**src/rtl/xor_keystream_gen_pkg.sv**
```systemverilog
// Shared types and defaults for the serial-seeded Galois keystream generator.
package xor_keystream_gen_pkg;

    localparam int unsigned DefaultM    = 32;
    localparam logic [31:0] DefaultTaps = 32'h8020_0003;

    typedef enum logic [1:0] {
        StIdle  = 2'd0,
        StLoad  = 2'd1,
        StReady = 2'd2,
        StErr   = 2'd3
    } state_e;

endpackage

```
**src/rtl/galois_lfsr_step.sv**
```systemverilog
// One combinational Galois LFSR advance: shift right, fold the taps in when bit 0 exits set.
module galois_lfsr_step
    import xor_keystream_gen_pkg::*;
#(
    parameter int unsigned M    = DefaultM,
    parameter logic [M-1:0] TAPS = M'(DefaultTaps)
) (
    input  logic [M-1:0] lfsr,
    output logic [M-1:0] lfsr_next
);

    assign lfsr_next = (lfsr >> 1) ^ (lfsr[0] ? TAPS : '0);

endmodule

```
**src/rtl/xor_keystream_gen.sv**
```systemverilog
// Keystream source: serial seed load with daisy-chain out, then Galois LFSR bits on a
// valid/ready handshake to the downstream XOR stage.
module xor_keystream_gen
    import xor_keystream_gen_pkg::*;
#(
    parameter int unsigned M    = DefaultM,
    parameter logic [M-1:0] TAPS = M'(DefaultTaps)
) (
    input  logic       clk,
    input  logic       rst_n,
    input  logic       cfg_en,
    input  logic       cfg_i,
    output logic       cfg_o,
    input  logic       ks_ready,
    output logic       ks_valid,
    output logic       ks_bit,
    output logic       err,
    output logic [1:0] state_o
);

    localparam int unsigned CntW = $clog2(M + 1);
    localparam logic [CntW-1:0] CntMax = CntW'(M);

    state_e          state_q;
    logic [M-1:0]    lfsr_q;
    logic [M-1:0]    lfsr_step;
    logic [CntW-1:0] cnt_q;
    logic            cfg_o_q;

    galois_lfsr_step #(
        .M    (M),
        .TAPS (TAPS)
    ) u_step (
        .lfsr      (lfsr_q),
        .lfsr_next (lfsr_step)
    );

    always_ff @(posedge clk) begin
        if (!rst_n) begin
            state_q <= StIdle;
            lfsr_q  <= '0;
            cnt_q   <= '0;
            cfg_o_q <= 1'b0;
        end else if (cfg_en) begin
            // Loading pre-empts every state; the seed bit lands on this very edge.
            state_q <= StLoad;
            lfsr_q  <= {cfg_i, lfsr_q[M-1:1]};
            cfg_o_q <= lfsr_q[0];
            if (state_q != StLoad) begin
                cnt_q <= CntW'(1);
            end else if (cnt_q != CntMax) begin
                cnt_q <= cnt_q + 1'b1;
            end
        end else begin
            unique case (state_q)
                StLoad: begin
                    state_q <= (cnt_q == CntMax && lfsr_q != '0) ? StReady : StErr;
                end
                StReady: begin
                    if (ks_ready) begin
                        lfsr_q <= lfsr_step;
                    end
                end
                default: ;
            endcase
        end
    end

    assign ks_valid = (state_q == StReady);
    assign ks_bit   = ks_valid & lfsr_q[0];
    assign err      = (state_q == StErr);
    assign state_o  = state_q;
    assign cfg_o    = cfg_o_q;

endmodule
```
**config.mk**
```make
export PLATFORM = sky130hd
export DESIGN_NAME = xor_keystream_gen
export DESIGN_NICKNAME = d
export VERILOG_FILES = /design/src/rtl/xor_keystream_gen_pkg.sv /design/src/rtl/galois_lfsr_step.sv /design/src/rtl/xor_keystream_gen.sv
export SDC_FILE = /design/constraint.sdc
export NUM_CORES = 1
export LEC_CHECK = 0
export ABC_AREA = 1
export CORE_MARGIN = 2
export CORE_UTILIZATION = 57
export CTS_CLUSTER_SIZE = 25
export DETAILED_ROUTE_END_ITERATION = 12
export PLACE_DENSITY = 0.8
export SLEW_MARGIN = 15
export SYNTH_ARGS = -nofsm -noshare
export SYNTH_HDL_FRONTEND = slang
export SYNTH_SLANG_ARGS = --single-unit
```
**constraint.sdc**
```tcl
create_clock -name clk -period 1.7 [get_ports clk]
set_input_delay 0.51 -clock clk [delete_from_list [all_inputs] [get_ports clk]]
set_output_delay 0.51 -clock clk [all_outputs]
set_load 0.01 [all_outputs]
```
==> results by group <==
Route
  • Routed metal-1 wirelength: 1680 um
  • DRT iter0 DRCs: 50
  • Remaining antenna violation count: 0
  • DRT Pass-1 Iters: 6
  • WL per Instance: 11.2 um
  • Vias/cell: 5.04
  • DR WL met2: 1450 um
  • Total wire length: 3310 um
  • Vias after detailed routing: 1486
  • # DRC: 0
  • Uppermost routed layer: met4
  • Met3 wire length: 120 um

Clock network
  • Clock transition at path regs: 120 ps
  • Hold buffers post-CTS: 0
  • Worst-Skew Late Latency: 350 ps
  • Total CTS buffers: 5
  • CTS root buffer: clkbuf_4
  • Post-cts resize count: 13
  • CTS tree: done
  • H-Tree Depth: 2
  • Post-CTS setup buffers: 0
  • Clock Sinks: 41
  • Clock buffer depth: 2

Timing
  • RSZ-0062 raised after global routing: no
  • Setup-failing EPs final: 0
  • Slew Viols, Final: 0
  • Tmin final: 1590 ps
  • Setup TNS: 0 ps
  • FMAX: 0.631 GHz
  • Layout Skew: 13.8 ps
  • Hold slack: 488 ps
  • Period utilization: 93.3%
  • Final Hold Violating Endpoints: 0
  • Slew @ Worst Pin: 324 ps
  • Slew HR: 78.3%

Layout
  • Area growth, synth to finish: 14.1%
  • Fillcell total: 266
  • Final nets: 269
  • FF+latch area: 827 um2
  • Area of the multi-input gates: 805 um2
  • Fraction of layout cells with a size suffix above 1: 13.0%
  • Final Non-Filler Cells: 295
  • Diode count: 0

Worst setup path
  • Critical Path Source: state_o[1]$_SDFFE_PP0P_
  • Crit path arrival time: 1080 ps
  • Reg-to-reg slack, setup: 240 ps
  • CP Capture Type: output port
  • Crit Path Max Fanout: 4
  • Critical Path RT: 1190 ps
  • CP Class: reg2out
  • Worst Setup Start Kind: register
  • Worst reg2reg startpoint: cnt_q[0]$_SDFFE_PN0P_

Yosys
  • Post-synthesis sequential area ratio: 46.9%
  • Cell Area, Synth: 1750 um2
  • Net Count, Synth: 250
  • Mux cell area share after synthesis: 0%
  • Cell variety after synth: 24
  • Synth top area share: 46.9%
  • Post-synthesis adder-cell area fraction: 2.15%
  • Post-Synth Simple-Gate Area: 25.3%
  • Synth Register Bits: 41
  • Syn_area_per_cell: 7.23 um2
  • Yosys warnings: 0
  • Ranking of synthesized cells by area: dfxtp_1, nor2_1, o21ai_0
  • Largest family of logic cells by synthesized area: simple AND/OR/NAND/NOR gates
  • Synth Instances: 242
  • Compound-Gate Fraction of Synth Area: 17.3%
  • Post-synth top area cell: dfxtp_1
  • Xor and xnor area share after synthesis: 1.00%

Hold path
  • Worst Hold Launch: lfsr_q[1]$_SDFFE_PN0P_
  • Hold Crit Class: reg2reg

Global route
  • Global Route Usage Sum: 22.0%
  • First-pass GRT wire length: 5710 um
  • Grt ovf: 0
  • Largest net degree at the start of global routing: 34
  • Vias in the first global route: 1342
  • Initial antenna violation count: 0

Power and ir drop
  • Pleak: 0.872 nW
  • Pwr Density: 899 nW/um2
  • IR drop worst, VDD: 0.000738 V

Die
  • Chip Width: 59.4 um
  • Initial core utilization: 58.7%
  • IO Pins: 11
  • Die Y: 59.4 um
  • Die area: 3530 um2
  • Core Box Area: 2980 um2
  • Row cnt: 20

Placed design
  • I/O Buffers: 10
  • Placed cells: 287
  • Post-DP HPWL: 2240 um
  • Placer Congestion: 0.796

Run status
  • Status: complete, no violations

Job
  • Max Cap Viol: 0
cells by family after synthesis:
kind of cell / after synthesis
DFF: 41
AOI/OAI and AO/OA: 54
buffers and inverters: 31
xor gates and xnor gates: 2
and+or+nand+nor: 111
adders and majority gates: 3
power breakdown:
group | switching (W) | internal [W] | total (W)
clock | 0.000306 | 0.000158 | 0.000464
combinational | 0.000152 | 0.000113 | 0.000264
sequential | 0.0000439 | 0.00102 | 0.00107
total | 0.000502 | 0.00129 | 0.00180
area by class of cell:
cell class | instances | area share (%)
clock buffers | 6 | 2.07
multi-input cells | 170 | 40.3
repair buffers | 21 | 9.47
inverters | 22 | 4.14
well taps | 33 | 2.07
clock inverters | 2 | 0.502
flip-flops and latches | 41 | 41.4
path summary, 6_finish.rpt:
check / to / cells past startpoint
setup reg to reg: cnt_q[5]$_SDFFE_PN0P_ / 8
setup / recovery: ks_bit / 3
hold / removal: lfsr_q[1]$_SDFFE_PN0P_ / 2
hold reg to reg: lfsr_q[1]$_SDFFE_PN0P_ / 2
synthesized netlist by cell type:
master,number
xor2_1,2
buf_2,4
or2_2,1
nand2_1,23
nand3_1,3
a31oi_1,1
buf_4,2
o21ai_1,2
ha_1,3
nor2_1,77
nor3_1,3
inv_2,2
o21ai_0,36
nand2_2,1
clkbuf_1,3
a211oi_2,1
nor2_4,1
a21oi_4,1
a21oi_1,9
dfxtp_1,41
nand4_1,2
o21ai_2,2
a211oi_1,2
inv_1,20
flip-flops by register name, summed over array words and instances, names as in the netlist:
register	count
state_o	2
cnt_q	6
cfg_o	1
lfsr_q	32
layer usage:
metal,GRT usage [%],vias up
met2,33.1,22
met5,0,-
met3,7.42,6
met4,11.7,0
met1,27.7,649
li1,-,809
worst max-delay path, cell delays in order, from the launching register on:
cell and delay (ps):
dfxtp_2 350, inv_1 100, nor3_2 130, buf_2 150
cells in the final DEF, fill, tap and decap left out:
cell / instances
a211oi_1: 2
a211oi_2: 1
a21oi_1: 9
a21oi_4: 1
a31oi_1: 1
buf_12: 2
buf_2: 1
buf_4: 9
clkbuf_1: 1
clkbuf_2: 2
clkbuf_4: 5
clkdlybuf4s50_1: 4
clkinv_2: 2
dfxtp_1: 38
dfxtp_2: 2
dfxtp_4: 1
dlygate4sd2_1: 3
ha_1: 3
inv_1: 20
inv_2: 2
nand2_1: 23
nand2_2: 1
nand3_1: 3
nand4_1: 2
nor2_1: 77
nor2_4: 1
nor3_1: 2
nor3_2: 1
o21ai_0: 36
o21ai_1: 2
o21ai_2: 2
or2_2: 1
xor2_1: 2
through the flow:
stage	area, um2	util [%]	total power (W)	setup slack [ps]
2_1_floorplan	1750	-	0.00126	433
6_report	2000	67.0	0.00180	114
4_1_cts	2000	67.1	0.00182	6.09
3_3_place_gp	1950	65.5	0.00135	-130
5_1_grt	2000	67.0	0.00191	20.4
3_5_place_dp	1950	65.5	0.00136	-168
Power figures use the tool's default switching activity.
